--- config.mk ---
export PLATFORM = sky130hd
export DESIGN_NAME = lsr_window_loader_flat
export DESIGN_NICKNAME = d
export VERILOG_FILES = /design/src/rtl/lsr_window_loader_if.sv /design/src/rtl/lsr_window_loader.sv /design/src/flat_wrapper.sv
export SDC_FILE = /design/constraint.sdc
export NUM_CORES = 1
export LEC_CHECK = 0
export ABC_AREA = 1
export BUFFER_PORTS_ARGS = -buffer_cell sky130_fd_sc_hd__buf_2
export CORE_MARGIN = 8
export CORE_UTILIZATION = 45
export DETAILED_ROUTE_END_ITERATION = 10
export GPL_TIMING_DRIVEN = 1
export PLACE_DENSITY = 0.66
export SETUP_SLACK_MARGIN = 0.1
export SLEW_MARGIN = 10
export SYNTH_ARGS = -nofsm -noshare
export SYNTH_HDL_FRONTEND = slang
export SYNTH_SLANG_ARGS = --single-unit
--- constraint.sdc ---
create_clock -name clk -period 2.4 [get_ports clk]
set_input_delay 0.12 -clock clk [delete_from_list [all_inputs] [get_ports clk]]
set_output_delay 0.12 -clock clk [all_outputs]
set_load 0.005 [all_outputs]
--- src/rtl/lsr_window_loader_if.sv ---
// Sample stream, window bus and LSR3 handshake between the window loader and its neighbours.
// The master side is the environment (sample source and LSR3 core); the slave side is the loader.
interface lsr_window_loader_if #(
  parameter int unsigned DATA_SIZE = 7,
  parameter int unsigned WIDTH     = 16
);
  logic                       in_valid;
  logic                       in_ready;
  logic [WIDTH-1:0]           in_data;
  logic                       flush;
  logic [15:0]                shift_cfg;
  logic [DATA_SIZE*WIDTH-1:0] win_data;
  logic [15:0]                shift;
  logic                       start;
  logic                       lsr_done;
  logic [15:0]                win_count;

  modport master (
    output in_valid, in_data, flush, shift_cfg, lsr_done,
    input  in_ready, win_data, shift, start, win_count
  );

  modport slave (
    input  in_valid, in_data, flush, shift_cfg, lsr_done,
    output in_ready, win_data, shift, start, win_count
  );
endinterface

--- src/rtl/lsr_window_loader.sv ---
// Sliding-window feeder for the LSR3 core: collects DATA_SIZE samples, raises start until done,
// then slides the window by HOP fresh samples before firing again.
module lsr_window_loader #(
  parameter int unsigned DATA_SIZE = 7,
  parameter int unsigned WIDTH     = 16,
  parameter int unsigned HOP       = 1
) (
  input logic                clk,
  input logic                rst_n,
  lsr_window_loader_if.slave bus
);

  localparam int unsigned     CntW    = $clog2(DATA_SIZE + 1);
  localparam logic [CntW-1:0] CntFull = CntW'(DATA_SIZE);
  localparam logic [CntW-1:0] HopFull = CntW'(HOP);

  typedef enum logic [1:0] {StFill, StBusy, StSlide} state_e;

  state_e                     r_state;
  logic [WIDTH-1:0]           r_win [DATA_SIZE];
  logic [CntW-1:0]            r_cnt;
  logic [CntW-1:0]            r_hop;
  logic                       r_ready;
  logic                       r_start;
  logic [15:0]                r_shift;
  logic [15:0]                r_win_count;

  logic                       w_accept;
  logic [CntW-1:0]            w_cnt_inc;
  logic [CntW-1:0]            w_hop_inc;
  logic [DATA_SIZE*WIDTH-1:0] w_win_flat;

  assign w_accept  = bus.in_valid && r_ready;
  assign w_cnt_inc = (r_cnt == CntFull) ? r_cnt : r_cnt + 1'b1;
  assign w_hop_inc = r_hop + 1'b1;

  always_ff @(posedge clk or negedge rst_n) begin
    if (!rst_n) begin
      r_state     <= StFill;
      r_cnt       <= '0;
      r_hop       <= '0;
      r_ready     <= 1'b0;
      r_start     <= 1'b0;
      r_shift     <= '0;
      r_win_count <= '0;
      for (int i = 0; i < DATA_SIZE; i++) r_win[i] <= '0;
    end else if (bus.flush) begin
      // Flush beats a same-cycle accept or lsr_done; the window count survives.
      r_state <= StFill;
      r_cnt   <= '0;
      r_hop   <= '0;
      r_ready <= 1'b1;
      r_start <= 1'b0;
      for (int i = 0; i < DATA_SIZE; i++) r_win[i] <= '0;
    end else begin
      if (w_accept) begin
        for (int i = 0; i < DATA_SIZE - 1; i++) r_win[i] <= r_win[i+1];
        r_win[DATA_SIZE-1] <= bus.in_data;
      end
      case (r_state)
        StFill: begin
          r_ready <= 1'b1;
          if (w_accept) begin
            r_cnt <= w_cnt_inc;
            if (w_cnt_inc == CntFull) begin
              r_state <= StBusy;
              r_start <= 1'b1;
              r_shift <= bus.shift_cfg;
              r_ready <= 1'b0;
            end
          end
        end
        StBusy: begin
          if (bus.lsr_done) begin
            r_state     <= StSlide;
            r_start     <= 1'b0;
            r_hop       <= '0;
            r_ready     <= 1'b1;
            r_win_count <= r_win_count + 16'd1;
          end
        end
        StSlide: begin
          r_ready <= 1'b1;
          if (w_accept) begin
            r_hop <= w_hop_inc;
            if (w_hop_inc == HopFull) begin
              r_state <= StBusy;
              r_start <= 1'b1;
              r_shift <= bus.shift_cfg;
              r_ready <= 1'b0;
            end
          end
        end
        default: begin
          r_state <= StFill;
          r_ready <= 1'b1;
          r_start <= 1'b0;
        end
      endcase
    end
  end

  always_comb begin
    w_win_flat = '0;
    for (int i = 0; i < DATA_SIZE; i++) w_win_flat[i*WIDTH +: WIDTH] = r_win[i];
  end

  assign bus.win_data  = w_win_flat;
  assign bus.in_ready  = r_ready;
  assign bus.start     = r_start;
  assign bus.shift     = r_shift;
  assign bus.win_count = r_win_count;

endmodule

--- src/flat_wrapper.sv ---
// flat-port wrapper written by rule: the top's interface ports become plain ports
module lsr_window_loader_flat 
#(
  parameter int unsigned DATA_SIZE = 7,
  parameter int unsigned WIDTH     = 16,
  parameter int unsigned HOP       = 1
)
  (clk, rst_n, bus_in_valid, bus_in_data, bus_flush, bus_shift_cfg, bus_lsr_done, bus_in_ready, bus_win_data, bus_shift, bus_start, bus_win_count);
  lsr_window_loader_if #(.DATA_SIZE(DATA_SIZE), .WIDTH(WIDTH)) bus_i ();
  input logic clk;
  input logic rst_n;
  input wire logic [$bits(bus_i.in_valid)-1:0] bus_in_valid;
  input wire logic [$bits(bus_i.in_data)-1:0] bus_in_data;
  input wire logic [$bits(bus_i.flush)-1:0] bus_flush;
  input wire logic [$bits(bus_i.shift_cfg)-1:0] bus_shift_cfg;
  input wire logic [$bits(bus_i.lsr_done)-1:0] bus_lsr_done;
  output wire logic [$bits(bus_i.in_ready)-1:0] bus_in_ready;
  output wire logic [$bits(bus_i.win_data)-1:0] bus_win_data;
  output wire logic [$bits(bus_i.shift)-1:0] bus_shift;
  output wire logic [$bits(bus_i.start)-1:0] bus_start;
  output wire logic [$bits(bus_i.win_count)-1:0] bus_win_count;
  assign bus_i.in_valid = bus_in_valid;
  assign bus_i.in_data = bus_in_data;
  assign bus_i.flush = bus_flush;
  assign bus_i.shift_cfg = bus_shift_cfg;
  assign bus_i.lsr_done = bus_lsr_done;
  assign bus_in_ready = bus_i.in_ready;
  assign bus_win_data = bus_i.win_data;
  assign bus_shift = bus_i.shift;
  assign bus_start = bus_i.start;
  assign bus_win_count = bus_i.win_count;
  lsr_window_loader #(.DATA_SIZE(DATA_SIZE), .WIDTH(WIDTH), .HOP(HOP)) u_core (.clk(clk), .rst_n(rst_n), .bus(bus_i));
endmodule
==> impl_metrics.py, run 1 <==
metrics = {
    "final_layout": {
        "final_cells": 1102,
        "area_growth_pct": 30.3,
        "diodes": 0,
        "finalInstanceArea_mm2": 0.00854,
        "fin_nets": 948,
        "layout-drive-gt1-share": 0.258,
    },
    "detailed_routing": {
        "wl_mm": 18.2,
        "antenna_left": 0,
        "drc": 0,
        "vias_per_cell": 5.15,
        "first_pass_iters": 5,
        "drt-initial-drc-count": 361,
        "vias": 5672,
        "wire_per_inst_um": 16.5,
    },
    "die": {
        "design.die.area_mm2": 0.0187,
        "initial_core_util": 0.456,
        "rows": 44,
        "io_pins": 183,
        "die_w_um": 137,
        "die_y_um": 137,
        "core_region_area_mm2": 0.0144,
    },
    "clocking": {
        "cts.sink_count": 153,
        "clk_path_buf_depth": 2,
        "clockRootBuffer": "clkbuf_16",
        "post_cts_resized": 0,
        "tritoncts": "yes",
        "cts_max_level": 4,
        "clock_latency_ps": 420,
        "cts_made_buffers": 17,
        "clk_pin_slew_worst_paths_ps": 60,
    },
    "yosys": {
        "synth_top_family_by_area": "simple AND/OR/NAND/NOR gates",
        "synth-compound-area-share": 0.106,
        "async_flop_share": 1.00,
        "synth_ff_type": "dfrtp_1",
        "yosys-top-cells-area": "dfrtp_1 58%, nand2_1 9.1%, nand3_1 8.5%",
        "syn_area_mm2": 0.00655,
        "netlist.area_leader.share": 0.584,
        "netlist_instances": 714,
        "synth_most_common_cell": "nand2_1",
        "synth_nets": 755,
        "synth_edf_count": 0,
        "avgSynthCellArea_um2": 9.18,
        "ys_types": 35,
        "ys_seq_area_frac": 0.584,
        "synthAdderAreaFrac": 0.00764,
        "synth_xor_area_frac": 0.0107,
        "synth-simple-area-share": 0.233,
        "synth_commonest_cells": "159 x nand2_1, 153 x dfrtp_1, 111 x nand3_1, 110 x o21ai_0, 39 x inv_1",
        "synth_seq_cells": 153,
        "ys_warn_count": 0,
        "synth_mux_area_frac": 0,
        "yosys.area.top_type": "dfrtp_1",
    },
    "sta": {
        "worstMarginPinSlew_ps": 541,
        "finalCritPeriodShare": 0.748,
        "timing.final.ws_setup_ps": 604,
        "skew_ps": 7.28,
        "rsz0062_at_grt": "no",
        "post-route-min-period_ps": 1800,
        "hold_viol": 0,
        "setup_viol": 0,
        "slew_viol_final": 0,
        "slew_headroom": 0.639,
        "finalSetupTns_ps": 0,
        "max_freq_mhz": 557,
    },
    "worst_setup_path": {
        "r2r_cells": 7,
        "timing.rr.start": "u_core.r_hop[0]$_DFFE_PN0P_",
        "critPathCaptureType": "register",
        "critPathLaunch": "u_core.r_hop[0]$_DFFE_PN0P_",
        "cp-start-kind": "register",
        "cp.required_ps": 2700,
        "timing.rr.end": "u_core.bus.shift[11]$_DFFE_PN0P_",
        "cp.arrival_ps": 2100,
        "path_class": "register to register",
        "cp_max_fo": 18,
        "crit_end": "u_core.bus.shift[11]$_DFFE_PN0P_",
        "regToRegSetupSlack_ps": 600,
    },
    "placed_design": {
        "io_buffer_count": 182,
        "postPlaceCellArea_mm2": 0.00758,
        "gp_congestion": 0.826,
        "place_ws_ps": 649,
        "place_inst": 1039,
        "hpwlAfterDp_mm": 12.3,
    },
    "power_and_ir_drop": {
        "total_power_mw": 6.72,
        "p_leak_nw": 4.34,
        "vdd.ir_drop.worst_v": 0.000428,
        "p_per_area_mw_per_mm2": 787,
    },
    "global_route": {
        "grt_pass1_vias": 5664,
        "grt_start_max_net_pins": 137,
        "grt_overflow": 0,
        "grtUsageTotal": 0.200,
        "antenna_found_initial": 0,
        "grt_pass1_wl_mm": 29.3,
    },
    "min_path": {
        "hold_path_class": "input pin to register",
    },
    "status": {
        "status": "finished clean",
    },
    "flow_run": {
        "drv_cap": 0,
    },
}
sequential cells by signal, summed over array words and instances, names as in the netlist:
| signal | flops |
|---|---|
| u_core.bus.win_data | 112 |
| u_core.bus.shift | 16 |
| u_core.bus.win_count | 16 |
| u_core.r_cnt | 3 |
| u_core.r_hop | 3 |
| u_core.r_state | 2 |
| u_core.bus.in_ready | 1 |
power by group:
| group | internal, mW | total [mW] | switching, mW |
|---|---|---|---|
| clock network | 1.83 | 2.86 | 1.02 |
| logic | 0.349 | 0.898 | 0.549 |
| registers | 2.80 | 2.97 | 0.166 |
stage by stage:
step,hold slack [ps],util
after global routing,49.6,0.594
after detailed placement,124,0.528
after CTS,29.3,0.594
after floorplan,-176,-
final,50.3,0.594
after global placement,123,0.528
routing by layer:
| layer | vias up | GRT usage | routed length, µm |
|---|---|---|---|
| met5 | - | 0 | 0 |
| met4 | 0 | 0.0635 | 272 |
| met3 | 19 | 0.0635 | 1440 |
| met2 | 165 | 0.315 | 8620 |
| met1 | 2703 | 0.256 | 7860 |
| li1 | 2785 | - | - |
cell type report:
cell class                      count  area [µm²]
Clock inverter                      8         143
Fill cell                        1268        5830
Inverter                           42         163
Sequential cell                   153        3830
Tap cell                          184         230
Multi-Input combinational cell    470        2350
Clock buffer                       22         484
Timing Repair Buffer              223        1350
cell families (layout without fill, tap and decap cells):
logic type / count (synthesis) / count (layout)
simple gates: 325 / 325
flops: 153 / 153
compound gates: 133 / 133
buf+inv: 91 / 295
xor+xnor: 8 / 8
fa+ha+maj: 4 / 4
worst min-delay path by stage:
stage          slack (ps)          from                              endpoint  depth (start not counted)
5_1_grt                50  bus_lsr_done         u_core.r_state[0]$_DFFE_PN0P_                          4
6_report               50  bus_lsr_done         u_core.r_state[0]$_DFFE_PN0P_                          4
2_1_floorplan        -180         rst_n       u_core.bus.in_ready$_DFFE_PN0P_                          0
4_1_cts                30  bus_lsr_done         u_core.r_state[0]$_DFFE_PN0P_                          4
3_3_place_gp          120         rst_n  u_core.bus.win_count[14]$_DFFE_PN0P_                          1
3_5_place_dp          120         rst_n  u_core.bus.win_count[14]$_DFFE_PN0P_                          1
critical path: stages (launching register included):
cell     delay [ps]
dfrtp_1         400
ha_1            220
xnor2_1         230
nand2_1         100
nand2_2         270
nand3_4         250
nand2_1         140
nand2_1          70
what timing repair did:
item | CTS | global route
setup buffers | 0 | 0
hold buffers | 33 | 0
endpoints found under the setup margin | 0 | 0
hold endpoints to repair | 86 | 0
layout by cell type, fill, tap and decap left out, types with 2 or more instances in the layout:
master,Yosys,routed
buf_2,21,181
nor3_1,2,2
clkbuf_16,0,17
xnor2_1,3,3
dlygate4sd3_1,0,33
nor2_1,16,16
nand3_2,2,2
nor2_4,2,2
inv_1,39,39
clkinv_2,0,3
nand2_1,159,159
nand3_1,111,111
clkbuf_8,0,4
o31ai_1,9,9
a31oi_1,2,2
nand2_4,1,2
buf_12,0,3
dfrtp_1,153,153
buf_4,2,5
o21ai_0,110,110
o211ai_1,2,2
nand4_1,20,20
inv_2,3,2
xor2_1,5,5
bufinv_16,0,4
o21ai_1,2,2
ha_1,4,4
nand2_2,3,2
a21oi_1,8,8
(Power assumes the default switching activity.)
==> run 2: changes to the inputs <==
Clock period 2.4 ns to 1.8 ns, I/O delays scaled along.
==> run 2 against run 1 <==
Net effect: flip-flop and latch count stayed put; clock-buffer cell count is 1 lower; sequential share of layout area is 0.84 points lower; design area is 1.9% higher; clock skew is 3.1 ps higher; critical endpoint is now u_core.bus.shift[1]$_DFFE_PN0P_; critical path depth is 2 higher; largest cell class unchanged; wire length is 2.0% higher; cell count is 1.1% higher.
==> impl_metrics.py, run 2 (synthesis results as in run 1) <==
metrics = {
    "status": {
        "status": "finished clean",
    },
    "sta": {
        "finalSetupTns_ps": 0,
        "slew_viol_final": 0,
        "finalCritPeriodShare": 0.881,
        "rsz0062_at_grt": "no",
        "timing.final.ws_setup_ps": 215,
        "skew_ps": 10.4,
        "slew_headroom": 0.633,
        "worstMarginPinSlew_ps": 550,
        "max_freq_mhz": 631,
        "hold_viol": 0,
        "post-route-min-period_ps": 1590,
        "setup_viol": 0,
    },
    "die": {
        "design.die.area_mm2": 0.0187,
        "initial_core_util": 0.456,
        "core_region_area_mm2": 0.0144,
        "die_w_um": 137,
        "io_pins": 183,
        "die_y_um": 137,
        "rows": 44,
    },
    "worst_setup_path": {
        "cpMaxStageDelayCell": "dfrtp_1",
        "path_cells": "ha_1, nand2_1, nand2_1, nand2_1, nand3_2, nand2_8, nand3_4, nand2_1, nand2_1",
        "path_common_cell": "nand2_1",
        "cp_max_fo": 9,
        "cp.required_ps": 2110,
        "critPathBufInv": 0,
        "crit_cells": 9,
        "critPathCaptureType": "register",
        "slowest_delay_ps": 410,
        "critPathTopFamily": "simple AND/OR/NAND/NOR gates",
        "path_class": "register to register",
        "cp-start-kind": "register",
        "cp.arrival_ps": 1890,
        "r2r_cells": 9,
    },
    "global_route": {
        "grt_start_max_net_pins": 99,
        "grt_pass1_wl_mm": 29.8,
        "grtUsageTotal": 0.204,
        "grt_pass1_vias": 5661,
        "antenna_found_initial": 0,
        "grt_overflow": 0,
    },
    "final_layout": {
        "finalInstanceArea_mm2": 0.00870,
        "fin_nets": 958,
        "layout-drive-gt1-share": 0.269,
        "largest_register_ffs": 112,
        "multi_input_area_mm2": 0.00238,
        "final_cells": 1114,
        "diodes": 0,
        "final_cell_mix": "181 x buf_2, 158 x nand2_1, 153 x dfrtp_1, 111 x nand3_1, 110 x o21ai_0",
        "layout_commonest_cell": "buf_2",
        "fillers": 1245,
        "seq_area_mm2": 0.00383,
        "area_growth_pct": 32.8,
    },
    "clocking": {
        "cts.sink_count": 153,
        "clockRootBuffer": "clkbuf_16",
        "clock_latency_ps": 430,
        "clk_path_buf_depth": 2,
        "clk_pin_slew_worst_paths_ps": 60,
        "cts_made_buffers": 17,
        "cts_max_level": 4,
        "tritoncts": "yes",
    },
    "flow_run": {
        "drv_cap": 0,
    },
    "min_path": {
        "hold_path_class": "input pin to register",
        "hold_depth": 2,
    },
    "placed_design": {
        "postPlaceCellArea_mm2": 0.00766,
        "io_buffer_count": 182,
        "place_inst": 1044,
        "gp_congestion": 0.800,
        "place_ws_ps": 108,
        "hpwlAfterDp_mm": 12.6,
    },
    "detailed_routing": {
        "drc": 0,
        "wl_mm": 18.6,
        "wire_per_inst_um": 16.7,
        "drt-initial-drc-count": 382,
        "antenna_left": 0,
        "vias": 5763,
        "first_pass_iters": 4,
        "vias_per_cell": 5.17,
    },
    "power_and_ir_drop": {
        "p_leak_nw": 4.40,
        "p_per_area_mw_per_mm2": 1050,
        "vdd.ir_drop.worst_v": 0.000634,
    },
}
## run 2: layout make-up
class,count,area share
sequential,153,0.440
tap,184,0.0265
timing repair buffer,232,0.167
inverter,42,0.0188
multi-input combinational,471,0.273
clock buffer,21,0.0552
clock inverter,11,0.0193
## run 2: power breakdown
part / switching, mW / leakage [nW] / total [mW] / internal [mW]
Clock: 1.41 / 0.315 / 3.87 / 2.46
Combinational: 0.752 / 2.02 / 1.26 / 0.512
Sequential: 0.225 / 2.07 / 3.96 / 3.73
Total: 2.38 / 4.40 / 9.10 / 6.71
## run 2: final timing paths
path                                                 start  slack [ps]                                   end
min in group asynchronous                            rst_n         200  u_core.bus.win_count[14]$_DFFE_PN0P_
setup reg to reg               u_core.r_cnt[0]$_DFFE_PN0P_         210       u_core.bus.shift[1]$_DFFE_PN0P_
hold / removal                                   bus_flush         120           u_core.r_cnt[2]$_DFFE_PN0P_
max in group asynchronous                            rst_n        1010       u_core.bus.in_ready$_DFFE_PN0P_
setup / recovery               u_core.r_cnt[0]$_DFFE_PN0P_         210       u_core.bus.shift[1]$_DFFE_PN0P_
hold reg to reg            u_core.bus.shift[5]$_DFFE_PN0P_         470       u_core.bus.shift[5]$_DFFE_PN0P_
## run 2: what timing repair did
item / in CTS / in global routing
gates cloned: 1 / 0
hold endpoints to repair: 85 / 0
hold buffers: 34 / 0
endpoints found under the setup margin: 2 / 26
gates resized for setup: 0 / 5
setup buffers: 0 / 3
pin swaps: 1 / 1
## run 2: metrics by stage
stage          hold slack [ps]  utilization  power (mW)
6_report                   116        0.606        9.10
5_1_grt                    124        0.606        9.51
4_1_cts                    100        0.602        9.13
3_5_place_dp              91.5        0.533        5.18
3_3_place_gp              93.7        0.533        5.16
2_1_floorplan             -206            -        4.58
## run 2: layer usage
metal	vias to the layer above	routed length [µm]	global-route usage
li1	2811	-	-
met1	2747	7860	0.257
met2	185	8890	0.318
met3	20	1520	0.0675
met4	0	294	0.0775
met5	-	0	0
## run 2: worst register-to-register path, delay by kind of cell (launching register included)
family,cells,cell delay [ps]
and+or+nand+nor,8,800
DFF,1,410
adders and majority gates,1,250
==> run 3: changes to the inputs <==
Settings changed: ABC_AREA 1 to not set, PLACE_DENSITY 0.66 to 0.67.
==> run 3 against run 2 <==
Net effect: combinational power is 55% lower; non-clock buffer count decreased by 4; maximum frequency is 5.2% lower; register-to-register slack got worse by 90 ps; sequential power is 9.1% lower; sequential share of layout area grew 1.9 points; critical path type unchanged; largest cell class unchanged; largest power group unchanged; highest routed layer unchanged.
==> impl_metrics.py, run 3 <==
metrics = {
    "detailed_routing": {
        "wl_met3_mm": 1.50,
        "first_pass_iters": 5,
        "vias_per_cell": 5.07,
        "drc": 0,
        "antenna_left": 0,
        "routed.top_layer": "met4",
        "wl_mm": 16.7,
        "wire_per_inst_um": 16.2,
        "wl_met1_mm": 6.92,
        "wl_met2_mm": 8.03,
        "drt-initial-drc-count": 423,
        "vias": 5235,
    },
    "die": {
        "design.die.area_mm2": 0.0180,
        "rows": 43,
        "die_y_um": 134,
        "die_w_um": 134,
        "io_pins": 183,
        "initial_core_util": 0.456,
        "core_region_area_mm2": 0.0138,
    },
    "worst_setup_path": {
        "critPathTopFamily": "flip-flops",
        "path_cells": "ha_2, xnor2_2, o21ai_2, a2bb2oi_4, buf_12, mux2_2",
        "path_class": "register to register",
        "regToRegSetupSlack_ps": 130,
        "cp-start-kind": "register",
        "cp_max_fo": 18,
        "cp.required_ps": 2090,
        "slowest_delay_ps": 400,
        "critPathBufInv": 1,
        "cpMaxStageDelayCell": "dfrtp_1",
        "cp.arrival_ps": 1970,
        "critPathCaptureType": "register",
    },
    "sta": {
        "timing.final.ws_setup_ps": 127,
        "finalSetupTns_ps": 0,
        "slew_viol_final": 0,
        "finalCritPeriodShare": 0.929,
        "max_freq_mhz": 598,
        "worstMarginPinSlew_ps": 614,
        "setup_viol": 0,
        "skew_ps": 5.80,
        "post-route-min-period_ps": 1670,
        "hold_viol": 0,
        "rsz0062_at_grt": "yes",
        "slew_headroom": 0.591,
    },
    "power_and_ir_drop": {
        "total_power_mw": 7.58,
        "vdd.ir_drop.worst_v": 0.000521,
        "p_per_area_mw_per_mm2": 907,
        "p_leak_nw": 4.20,
    },
    "final_layout": {
        "largest_register_ffs": 112,
        "utilization": 0.607,
        "final_cell_mix": "237 x nand2_1, 180 x buf_2, 151 x dfrtp_1, 114 x a21oi_1, 33 x dlygate4sd3_1",
        "area_growth_pct": 32.9,
        "fin_nets": 880,
        "layout-drive-gt1-share": 0.297,
        "layout_commonest_cell": "nand2_1",
    },
    "yosys": {
        "syn_area_mm2": 0.00628,
        "synth_top_family_by_area": "simple AND/OR/NAND/NOR gates",
        "async_flop_share": 1.00,
        "synth_commonest_cells": "238 x nand2_1, 153 x dfrtp_1, 114 x a21oi_1, 18 x clkbuf_1, 16 x xnor2_1",
        "synth-compound-area-share": 0.106,
        "synth_mux_area_frac": 0.0350,
        "synth_seq_cells": 153,
        "synth_xor_area_frac": 0.0251,
        "ys_warn_count": 0,
        "ys_seq_area_frac": 0.609,
        "synth_nets": 674,
        "yosys-top-cells-area": "dfrtp_1 61%, nand2_1 14%, a21oi_1 9.1%",
        "yosys.area.top_type": "dfrtp_1",
        "synthAdderAreaFrac": 0.00796,
        "synth-simple-area-share": 0.185,
        "ys_types": 43,
        "synth_edf_count": 0,
        "netlist_instances": 633,
        "avgSynthCellArea_um2": 9.93,
        "synth_most_common_cell": "nand2_1",
        "synth_ff_type": "dfrtp_1",
        "netlist.area_leader.share": 0.609,
    },
    "global_route": {
        "antenna_found_initial": 1,
        "grt_start_max_net_pins": 82,
        "grt_overflow": 0,
        "grtUsageTotal": 0.185,
        "grt_pass1_vias": 5326,
        "grt_pass1_wl_mm": 27.1,
    },
    "clocking": {
        "cts_max_level": 4,
        "cts.sink_count": 153,
        "clk_pin_slew_worst_paths_ps": 60,
        "clockRootBuffer": "clkbuf_16",
        "clk_path_buf_depth": 2,
        "tritoncts": "yes",
        "clock_latency_ps": 410,
        "cts_made_buffers": 17,
    },
    "status": {
        "status": "finished clean",
    },
    "placed_design": {
        "hpwlAfterDp_mm": 11.2,
        "place_ws_ps": 65.7,
        "io_buffer_count": 182,
        "gp_congestion": 0.787,
    },
    "min_path": {
        "hold_path_class": "input pin to register",
    },
    "flow_run": {
        "drv_cap": 0,
    },
}
==> run 3: cells by family (layout without fill, tap and decap cells) <==
group	after synthesis	after routing
XOR/XNOR	18	18
adder cells (fa/ha/maj)	4	4
AND/OR/NAND/NOR	272	272
AO/OA/AOI/OAI	124	124
other	0	1
flip-flops	153	153
buffers and inverters	45	264
multiplexers	17	17
==> run 3: layout make-up <==
cell class / count / area [µm²]
antenna: 1 / 2.50
clock buffer: 26 / 519
clock inverter: 6 / 61.3
fill: 1183 / 5420
inverter: 4 / 15.0
multi-input combinational: 435 / 2300
sequential: 153 / 3830
tap: 180 / 225
timing repair buffer: 228 / 1400
==> run 3: metal layers <==
layer	up-vias	track usage
met3	20	0.0696
li1	2500	-
met5	-	0
met2	195	0.290
met1	2520	0.231
met4	0	0.0649
==> run 3: final timing paths <==
kind	from	endpoint	depth (start not counted)
max	u_core.r_cnt[0]$_DFFE_PN0P_	u_core.bus.shift[1]$_DFFE_PN0P_	6
min	bus_flush	u_core.r_state[1]$_DFFE_PN0P_	4
max reg2reg	u_core.r_cnt[0]$_DFFE_PN0P_	u_core.bus.shift[1]$_DFFE_PN0P_	6
min reg2reg	u_core.bus.shift[2]$_DFFE_PN0P_	u_core.bus.shift[2]$_DFFE_PN0P_	1
max in group asynchronous	rst_n	u_core.r_state[0]$_DFFE_PN0P_	3
min in group asynchronous	rst_n	u_core.bus.win_count[6]$_DFFE_PN0P_	2
==> run 3: repair_timing <==
action | in CTS | in global routing
pin swaps | 0 | 4
setup endpoints to repair | 12 | 17
setup buffers | 0 | 2
hold endpoints to repair | 92 | 0
gates resized for setup | 3 | 1
hold buffers | 33 | 0
==> run 3: power by group <==
| group | internal [mW] | leakage, nW | switching (mW) | total (mW) |
|---|---|---|---|---|
| Clock | 2.12 | 0.286 | 1.29 | 3.41 |
| Combinational | 0.246 | 1.81 | 0.318 | 0.564 |
| Sequential | 3.53 | 2.11 | 0.0662 | 3.60 |
| Total | 5.90 | 4.20 | 1.68 | 7.58 |
==> run 3: tightest hold or removal path: cells and delay by family <==
| kind | cells | cell delay [ps] |
|---|---|---|
| buffers and inverters | 1 | 140 |
| and+or+nand+nor | 3 | 190 |
==> run 3: through the flow <==
| stage | area, µm² | cells | hold slack (ps) |
|---|---|---|---|
| 2_1_floorplan | 6300 | 633 | -206 |
| 3_3_place_gp | 7410 | 965 | 105 |
| 3_5_place_dp | 7410 | 965 | 116 |
| 4_1_cts | 8330 | 1030 | 28.2 |
| 5_1_grt | 8350 | 1033 | 44.8 |
| 6_report | 8350 | 1033 | 41.5 |
